==> config.mk <==
export PLATFORM = sky130hd
export DESIGN_NAME = apb_master_bridge
export DESIGN_NICKNAME = d
export VERILOG_FILES = /design/src/rtl/apb_master_bridge.sv
export SDC_FILE = /design/constraint.sdc
export NUM_CORES = 1
export LEC_CHECK = 0
export ABC_AREA = 1
export BUFFER_PORTS_ARGS = -buffer_cell sky130_fd_sc_hd__buf_4
export CAP_MARGIN = 15
export CORE_UTILIZATION = 52
export CTS_BUF_LIST = sky130_fd_sc_hd__clkbuf_4 sky130_fd_sc_hd__clkbuf_8
export DETAILED_ROUTE_END_ITERATION = 7
export PLACE_DENSITY_LB_ADDON = 0.1
export SYNTH_ARGS = -nofsm -noshare
export SYNTH_HDL_FRONTEND = slang
export SYNTH_SLANG_ARGS = --single-unit
==> constraint.sdc <==
create_clock -name sysclk -period 1.9 [get_ports sysclk]
set_input_delay 0.38 -clock sysclk [delete_from_list [all_inputs] [get_ports sysclk]]
set_output_delay 0.38 -clock sysclk [all_outputs]
set_load 0.01 [all_outputs]
==> src/rtl/apb_master_bridge.sv <==
// apb_master_bridge: single processor request port fanned out to NUM_SLV APB slaves by address decode.
// Latency: zero-wait transfer gives done 3 cycles after req is sampled; decode error gives done the next cycle.
// Backpressure: selected PReady stretches ACCESS up to TIMEOUT cycles, then aborts; req is ignored while busy.
module apb_master_bridge #(
    parameter int ADDR_W  = 16,
    parameter int DATA_W  = 8,
    parameter int NUM_SLV = 2,
    parameter int TIMEOUT = 15
) (
    input  logic                      sysclk,
    input  logic                      reset,
    input  logic                      req,
    input  logic [ADDR_W-1:0]         address,
    input  logic [DATA_W-1:0]         writeData,
    input  logic                      we,
    output logic [DATA_W-1:0]         readData,
    output logic                      done,
    output logic                      err,
    output logic                      busy,
    output logic [ADDR_W-1:0]         PAddr,
    output logic [NUM_SLV-1:0]        PSelx,
    output logic                      PEnable,
    output logic                      PWrite,
    output logic [DATA_W-1:0]         PWData,
    input  logic [NUM_SLV*DATA_W-1:0] PRData,
    input  logic [NUM_SLV-1:0]        PReady,
    input  logic [NUM_SLV-1:0]        PSlvErr
);

    localparam int SEL_W = (NUM_SLV > 1) ? $clog2(NUM_SLV) : 1;
    localparam int CNT_W = $clog2(TIMEOUT + 1);

    // Slave count widened by one bit so indices beyond a non-power-of-two count compare correctly.
    localparam logic [SEL_W:0]   NUM_SLV_L = (SEL_W + 1)'(NUM_SLV);
    localparam logic [CNT_W-1:0] WAIT_LAST = CNT_W'(TIMEOUT - 1);

    localparam logic [1:0] ST_IDLE   = 2'd0;
    localparam logic [1:0] ST_SETUP  = 2'd1;
    localparam logic [1:0] ST_ACCESS = 2'd2;

    logic [1:0]         state_q,   state_d;
    logic [ADDR_W-1:0]  paddr_q,   paddr_d;
    logic [DATA_W-1:0]  pwdata_q,  pwdata_d;
    logic               pwrite_q,  pwrite_d;
    logic [NUM_SLV-1:0] psel_q,    psel_d;
    logic               penable_q, penable_d;
    logic [DATA_W-1:0]  rdata_q,   rdata_d;
    logic               done_q,    done_d;
    logic               err_q,     err_d;
    logic               busy_q,    busy_d;
    logic [CNT_W-1:0]   wait_q,    wait_d;

    logic [SEL_W-1:0]   slv_idx;
    logic               slv_ok;
    logic [NUM_SLV-1:0] slv_onehot;
    logic               sel_rdy;
    logic               sel_err;
    logic [DATA_W-1:0]  lane_dat;

    // Top address bits pick the slave; out-of-range indices become a decode error.
    assign slv_idx    = address[ADDR_W-1 -: SEL_W];
    assign slv_ok     = ({1'b0, slv_idx} < NUM_SLV_L);
    assign slv_onehot = NUM_SLV'(1) << slv_idx;

    // Only the selected slave's handshake counts; PSelx is one-hot so a mask suffices.
    assign sel_rdy = |(PReady & psel_q);
    assign sel_err = |(PSlvErr & psel_q);

    // AND-OR read-data mux keyed by the registered one-hot select.
    always_comb begin
        lane_dat = '0;
        for (int i = 0; i < NUM_SLV; i++) begin
            if (psel_q[i]) begin
                lane_dat = lane_dat | PRData[i*DATA_W +: DATA_W];
            end
        end
    end

    // Next-state logic for the IDLE -> SETUP -> ACCESS transfer sequence.
    always_comb begin
        state_d   = state_q;
        paddr_d   = paddr_q;
        pwdata_d  = pwdata_q;
        pwrite_d  = pwrite_q;
        psel_d    = psel_q;
        penable_d = penable_q;
        rdata_d   = rdata_q;
        busy_d    = busy_q;
        wait_d    = wait_q;
        done_d    = 1'b0;
        err_d     = 1'b0;

        case (state_q)
            ST_IDLE: begin
                if (req) begin
                    paddr_d  = address;
                    pwdata_d = writeData;
                    pwrite_d = we;
                    if (slv_ok) begin
                        state_d   = ST_SETUP;
                        psel_d    = slv_onehot;
                        penable_d = 1'b0;
                        busy_d    = 1'b1;
                        wait_d    = '0;
                    end else begin
                        // Nothing goes on the bus; report the failure straight away.
                        done_d = 1'b1;
                        err_d  = 1'b1;
                        busy_d = 1'b0;
                    end
                end
            end
            ST_SETUP: begin
                state_d   = ST_ACCESS;
                penable_d = 1'b1;
            end
            ST_ACCESS: begin
                if (sel_rdy) begin
                    state_d   = ST_IDLE;
                    psel_d    = '0;
                    penable_d = 1'b0;
                    busy_d    = 1'b0;
                    done_d    = 1'b1;
                    err_d     = sel_err;
                    // Read data is kept even on a slave error so software can inspect it.
                    if (!pwrite_q) begin
                        rdata_d = lane_dat;
                    end
                end else if (wait_q == WAIT_LAST) begin
                    state_d   = ST_IDLE;
                    psel_d    = '0;
                    penable_d = 1'b0;
                    busy_d    = 1'b0;
                    done_d    = 1'b1;
                    err_d     = 1'b1;
                    if (!pwrite_q) begin
                        rdata_d = '0;
                    end
                end else begin
                    wait_d = wait_q + CNT_W'(1);
                end
            end
            default: begin
                state_d   = ST_IDLE;
                psel_d    = '0;
                penable_d = 1'b0;
                busy_d    = 1'b0;
            end
        endcase
    end

    // State and output registers with synchronous reset; a reset mid-transfer drops the result.
    always_ff @(posedge sysclk) begin
        if (reset) begin
            state_q   <= ST_IDLE;
            paddr_q   <= '0;
            pwdata_q  <= '0;
            pwrite_q  <= 1'b0;
            psel_q    <= '0;
            penable_q <= 1'b0;
            rdata_q   <= '0;
            done_q    <= 1'b0;
            err_q     <= 1'b0;
            busy_q    <= 1'b0;
            wait_q    <= '0;
        end else begin
            state_q   <= state_d;
            paddr_q   <= paddr_d;
            pwdata_q  <= pwdata_d;
            pwrite_q  <= pwrite_d;
            psel_q    <= psel_d;
            penable_q <= penable_d;
            rdata_q   <= rdata_d;
            done_q    <= done_d;
            err_q     <= err_d;
            busy_q    <= busy_d;
            wait_q    <= wait_d;
        end
    end

    assign readData = rdata_q;
    assign done     = done_q;
    assign err      = err_q;
    assign busy     = busy_q;
    assign PAddr    = paddr_q;
    assign PSelx    = psel_q;
    assign PEnable  = penable_q;
    assign PWrite   = pwrite_q;
    assign PWData   = pwdata_q;

endmodule

* Yosys cells after proc, flatten, opt, wreduce, memory -nomap -nowiden
Cells that the tools add are included.
** Operators by class
- Add/subtract/negate cells :: 1
- Equality and inequality tests :: 9
- Shifts and indexed selects :: 1
- Multiplexer cells :: 25
- Bitwise operators :: 5
- Reduce and logical (&&, ||, !) cells :: 11
** Operators with widths (number)
- $mux W8 :: 6
- $mux W4 :: 3
- $pmux W2 S3 :: 2
- $ne A2 B2 Y1 const B :: 5
- $mux W2 :: 4
- $or A8 B8 Y8 :: 1
- $pmux W4 S2 :: 1
- $reduce_and A4 Y1 :: 2
- $mux W1 :: 7
- $pmux W1 S3 :: 2
- $reduce_or A2 Y1 :: 3
- $add A4 B1 Y4 const B :: 1
- $and A2 B2 Y2 :: 2
- $eq A4 B4 Y1 const B :: 1
- $reduce_and A2 Y1 :: 2
- $reduce_bool A2 Y1 :: 2
- $ne A3 B3 Y1 const B :: 1
- $reduce_and A3 Y1 :: 1
- $eq A2 B1 Y1 const B :: 1
- $eq A2 B2 Y1 const B :: 1
- $logic_not A2 Y1 :: 1
- $not A1 Y1 :: 2
- $shl A1 B1 Y2 const A :: 1
** Word-level totals
- Bits in registers :: 45
- Bits of input ports :: 48
- Output and inout port bits :: 39

* Longest topological paths before layout
Gate-level depths: netlist (run 1).
- Depth in word-level cells :: 5
- Gate-level depth with buffers :: 9
- Depth with buffers taken out :: 9

* Worst setup path after synthesis (run 1)
No wires, ideal clock.
- Path type :: reg2reg
- Start :: register wait_q[0]
- End :: register rdata_q[0], in the netlist readData[0]
- Arrival :: 1.082 ns
- Required time :: 1.771 ns
- Setup slack :: 0.689 ns
- Cell stages (with the launch flop) :: 10
- Period minus slack after synthesis :: 1.211 ns
- Cells stage by stage :: dfxtp_1 inv_1 ha_1 nand3_2 nand2_4 nand2_4 nor2_8 nand2_1 nand2_1 nor2_1
** Between the ends
- Cells in the longest elaborated chain, start to end :: 3
- Elaborated cells on any way between the ends :: 4
** RTL lines
- start: declaration :: line 51 : logic [CNT_W-1:0] wait_q, wait_d;
- start signal: assignment :: line 177 : wait_q <= wait_d;
- $eq A4 B4 Y1 (*) :: line 129 : end else if (wait_q == WAIT_LAST) begin
- $ne A2 B2 Y1 (no line) / $reduce_bool A2 Y1 (equally long branches)
- $reduce_and A4 Y1 (no line) (*)
- end signal: assignment :: line 173 : rdata_q <= rdata_d;
- end: declaration :: line 47 : logic [DATA_W-1:0] rdata_q, rdata_d;
Every way passes the cells marked *; elsewhere a longest branch is shown, timed or not.
A chain may end at the register's enable or synchronous reset.

* Final worst setup path (run 1)
- Start :: register state_q[0]
- End :: register pwdata_q[3], in the netlist PWData[3]
** Between the ends
- Cells in the longest elaborated chain, start to end :: 2
** RTL lines
- start: declaration :: line 41 : logic [1:0] state_q, state_d;
- start signal: assignment :: line 167 : state_q <= state_d;
- $logic_not A2 Y1 :: line 93 : case (state_q)
- $reduce_and A2 Y1 (no line)
- end signal: assignment :: line 169 : pwdata_q <= pwdata_d;
- end: declaration :: line 43 : logic [DATA_W-1:0] pwdata_q, pwdata_d;
No other way between the ends.

==> impl_metrics.toml, run 1 <==
[global_routing]
grt_usage = 0.2359
grt_start_max_net_pins = 31
grt_first_pass_wirelength_microns = 7334
grt_pass1_vias = 1729
grt.overflow.total = 0
antenna_found_initial = 0

[logic_synthesis]
syn_avg_cell_area_sq_um = 7.616
syn_inst = 252
synth_simple_gate_area_frac = 0.3207
synth_cell_type_count = 29
ys_warn_count = 0
syn_area_sq_um = 1919
synth_adder_area_share = 0.01304
synth_edf_count = 0
synth-seq-cells = 45
seq_area_frac_synth = 0.4694
synth_compound_area_frac = 0.1147
async_flop_share = 0
ys.flop_type = "dfxtp_1"
synth_fp_nets = 302
synthMuxAreaShare = 0
synth-xor-area-share = 0.009126
synth_top_family_by_area = "simple AND/OR/NAND/NOR gates"

[floorplanning]
die_area_sq_um = 3938
io_pins = 87
initial_core_util = 0.5576
die-width_microns = 62.76
rows = 21
dieHeight_microns = 62.76
core_area_sq_um = 3442

[final_layout]
num_antenna_cells = 0
synthToLayoutAreaGrowth_pct = 40.22
postLayoutCoreUtil = 0.7819
drive_above_1_share = 0.3472
fillerInstances = 276
layout.nets = 387

[flow_run]
maxCapViolCount = 0

[place]
portBuffers = 86
hpwlAfterDp_microns = 3077
place_congestion = 0.7608

[timing]
tns_ns = 0
fin_crit_sh = 0.7367
hold_viol = 0
worstMarginPinSlew_ns = 0.4176
rsz0062_at_grt = "no"
fmax_mhz = 714.5
fin_skew_ns = 0.004967
setup_viol = 0
maxSlewViolCount = 0
finalCriticalPeriod_ns = 1.400
slew-limit-headroom = 0.7212

[clock_tree]
worst_skew_pair.late_latency_ns = 0.29
cts.sinks = 45
cts_tree = "yes"
post_cts_resized = 0
cts.htree.levels = 2
cts_root_buf = "clkbuf_8"
ctsHoldBuffers = 0
path_clk_slew_ns = 0.08
cts_setup_buffers = 0
cts_made_buffers = 5
clock_path_buffers = 2

[worst_hold_path]
min_path_cells = 3
hold_class = "input pin to flip-flop"

[power_and_ir_drop]
switching_share = 0.2567
intPower_w = 0.001596
p_switching_w = 0.0005514
power.density_nw_per_um2 = 798.0
leakage_nw = 1.359
p_comb_frac = 0.192
clockPowerShare = 0.320
ir_worst_vdd_mv = 0.7270
seq_power_share = 0.488

[detailed_routing]
dr.pass1.iters = 4
viasPerCell = 4.757
drc = 0
wl_microns = 4304
vias = 1822
antenna_left = 0
wl_per_cell_microns = 11.24
drtIter0Drc = 71

[setup_path]
critPathLaunchType = "flip-flop"
cp-end-kind = "flip-flop"
r2r_slack_ns = 0.50
arrival_ns = 1.63
r2r_cells = 5
worstPathMaxFanout = 24
cp_data_required_time_ns = 2.13
crit_type = "flip-flop to flip-flop"

[status]
status = "finished clean"
-- power by group through the flow --
stage | registers [W] | logic [W] | clock network (W)
after CTS | 0.00105 | 0.000416 | 0.000699
after global routing | 0.00106 | 0.000459 | 0.000748
final | 0.00105 | 0.000412 | 0.000687
after detailed placement | 0.00107 | 0.000414 | 0
after global placement | 0.00107 | 0.000407 | 0
after floorplan | 0.00110 | 0.000191 | 0
-- kinds of logic (layout without fill, tap and decap cells) --
| group | count (synthesis) | after routing |
|---|---|---|
| buf+inv | 31 | 116 |
| compound gates | 37 | 37 |
| fa+ha+maj | 2 | 2 |
| xor+xnor | 2 | 2 |
| flops | 45 | 45 |
| simple gates | 135 | 135 |
-- layer usage --
layer,up-vias,part of all wire,global-route usage
met5,-,0,0
met4,0,0.011,0.05523
met3,7,0.076,0.09124
met2,67,0.51,0.4226
met1,795,0.40,0.2600
li1,953,-,-
-- registers in the layout, indices dropped and copies added (netlist names) --
| name | count |
|---|---|
| PAddr | 16 |
| state_q | 2 |
| done | 1 |
| err | 1 |
| PSelx | 2 |
| wait_q | 4 |
| PEnable | 1 |
| busy | 1 |
| PWrite | 1 |
| PWData | 8 |
| readData | 8 |
-- per-stage QoR --
step                      cells  instance area (sq um)  power [W]  hold slack [ns]  setup slack (ns)
final                       383                   2691   0.002148           0.3140            0.5003
after detailed placement    376                   2587   0.001485           0.4373            0.4778
after CTS                   383                   2691   0.002164           0.3110            0.4954
after global placement      376                   2587   0.001476           0.4334            0.5437
after floorplan             252                   1919   0.001287           0.4503            0.6894
after global routing        383                   2691   0.002264           0.3125            0.3514
-- critical path: stages (launching register included) --
cell and delay, ns:
dfxtp_1 0.33, nor2_2 0.14, nand2_2 0.24, inv_2 0.39
nor2_1 0.10, nor2_1 0.12
-- path summary, 6_finish.rpt --
check | from | end
worst min-delay path | address[15] | PAddr[15]
worst max register to register | state_q[0] | PWData[3]
worst min register to register | busy | busy
worst max-delay path | state_q[0] | PWData[3]
-- placed cells by master (no fill, tap or decap), drive strengths merged --
cell type / count
buf: 89
nor2: 66
nand2: 59
dfxtp: 45
o21ai: 25
inv: 19
a22o: 8
nand3: 7
clkbuf: 5
a21oi: 3
ha: 2
clkinv: 2
or2: 2
xor2: 1
nand3b: 1
xnor2: 1
a31oi: 1
bufinv: 1
-- synthesized netlist by cell type, types with 2 or more instances --
cell      number  area (sq um)
nand3_1        5         25.02
inv_2          3         11.26
inv_1         15         56.30
nand2_1       51         191.4
buf_2          4         20.02
buf_4          3         22.52
clkbuf_1       4         15.01
a21oi_1        2         10.01
nor2_1        63         236.5
nand2_2        5         31.28
nand2_4        3         33.78
a22o_1         8         70.07
o21ai_0       25         125.1
ha_1           2         25.02
dfxtp_1       45         900.9
-- area by class of cell --
type / instances / area [sq um] / area share
clock inverters: 2 / 35.03 / 0.01302
inverters: 20 / 82.58 / 0.03068
repair buffers: 89 / 668.1 / 0.2483
clock buffers: 5 / 68.82 / 0.02557
well taps: 46 / 57.56 / 0.02139
flip-flops and latches: 45 / 900.9 / 0.3347
multi-input cells: 176 / 878.3 / 0.3264
Power figures use the tool's default switching activity.
==> run 2, diff against run 1 <==
CORE_UTILIZATION = 43   (was 52)
clock period = 1.2 ns   (was 1.9 ns; I/O delays follow)
==> impl_metrics.toml, run 2 (synthesized netlist as in run 1, its figures left out) <==
[timing]
slew-limit-headroom = 0.8521
layout_setup_ws_ns = 0.009952
hold_viol = 0
rsz0062_at_grt = "yes"
finalCriticalPeriod_ns = 1.190
maxSlewViolCount = 0
fin_skew_ns = 0.008851
tns_ns = 0
fin_crit_sh = 0.9917
hold-worst-slack_ns = 0.1529
fmax_mhz = 840.3
worstMarginPinSlew_ns = 0.2195
setup_viol = 0

[detailed_routing]
vias = 1873
dr.pass1.iters = 4
drc = 0
wl_per_cell_microns = 11.19
viasPerCell = 4.625
antenna_left = 0
drtIter0Drc = 97
wl_microns = 4530

[clock_tree]
ctsHoldBuffers = 0
cts.sinks = 45
cts_tree = "yes"
path_clk_slew_ns = 0.08
clock_path_buffers = 2
cts_made_buffers = 5
worst_skew_pair.late_latency_ns = 0.29
cts_root_buf = "clkbuf_8"
cts.htree.levels = 2

[floorplanning]
rows = 23
dieHeight_microns = 68.81
initial_core_util = 0.4632
die_area_sq_um = 4735
die-width_microns = 68.81
io_pins = 87
core_area_sq_um = 4144

[setup_path]
cpLargestDelayFamily = "simple AND/OR/NAND/NOR gates"
cpMaxStageDelayCell = "dfxtp_2"
cp_data_required_time_ns = 1.39
crit_type = "flip-flop to flip-flop"
critPathLaunchType = "flip-flop"
worstPathMaxFanout = 8
arrival_ns = 1.38
cp-end-kind = "flip-flop"
critPathMaxStageDelay_ns = 0.33
crit_chain = "inv_2, ha_4, nand3_4, nand2_4, nand2_4, nor2_8, nand2_1, nand2_1, nor2_1"
critical_path_buf_inv_count = 1

[power_and_ir_drop]
ir_worst_vdd_mv = 0.9442
power.density_nw_per_um2 = 1157
power_w = 0.003317
leakage_nw = 1.447

[place]
pre_cts_ws_ns = -0.07571
place_congestion = 0.7349
portBuffers = 86
hpwlAfterDp_microns = 3362

[final_layout]
layout.nets = 404
synthToLayoutAreaGrowth_pct = 49.41
postLayoutCoreUtil = 0.6920
drive_above_1_share = 0.4113
num_antenna_cells = 0
layout_commonest_cell = "buf_4"
final_cell_mix = "buf_4, nor2_1, nand2_1"
largest_reg_flops = 16

[global_routing]
use_met2 = 0.3260
grt_usage = 0.1902
grt_start_max_net_pins = 25
grt_first_pass_wirelength_microns = 6665
grt-busiest-layer = "met2"
grt.overflow.total = 0
met1_usage = 0.2281
antenna_found_initial = 0
grt_pass1_vias = 1568
grt.met3_usage = 0.05428

[flow_run]
maxCapViolCount = 0

[worst_hold_path]
hold_class = "input pin to flip-flop"

[status]
status = "finished clean"
## run 2: cell count changes in the layout (fill, tap and decap cells not counted), sizes merged
cell,delta
clkinv,+1
bufinv,-1
clkbuf,+1
buf,+17
## run 2: final cells by class
type | instances | area (sq um)
Clock buffer | 6 | 76.32
Clock inverter | 2 | 10.01
Fill cell | 384 | 1276
Inverter | 20 | 82.58
Multi-Input combinational cell | 176 | 915.9
Sequential cell | 45 | 904.6
Tap cell | 50 | 62.56
Timing Repair Buffer | 106 | 815.8
## run 2: where the power goes
group	internal (W)	switching (W)	total, W
combinational	0.000387	0.000346	0.000733
sequential	0.00160	0.0000661	0.00167
clock	0.000427	0.000492	0.000919
total	0.00241	0.000904	0.00332
## run 2: worst reg2reg max path: cells and delay by family, from the launching register on
| kind | cells | cell delay [ns] |
|---|---|---|
| flip-flops | 1 | 0.33 |
| buffers and inverters | 1 | 0.06 |
| adder cells (fa/ha/maj) | 1 | 0.13 |
| AND/OR/NAND/NOR | 7 | 0.57 |
## run 2: what timing repair did
item / 4_1_cts / 5_1_grt
endpoints found under the setup margin: 14 / 18
buffers inserted: 0 / 6
pin swaps: 7 / 10
gates resized for setup: 6 / 14
cloned: 0 / 0
## run 2: metal layers
metal	share of wire	wire length [microns]
met4	0.0097	44
met2	0.49	2202
met3	0.068	310
met1	0.44	1971
met5	0	0
## run 2: final timing paths
path,from,end,slack (ns),cells past startpoint
max,wait_q[0],readData[5],0.01,9
min,reset,state_q[0],0.15,2
max reg2reg,wait_q[0],readData[5],0.01,9
min reg2reg,PAddr[15],PAddr[15],0.48,2
## run 2: stage by stage
step / area, sq um / instances
final: 2868 / 405
after global placement: 2688 / 391
after floorplan: 1919 / 252
after global routing: 2868 / 405
after CTS: 2796 / 399
after detailed placement: 2688 / 391
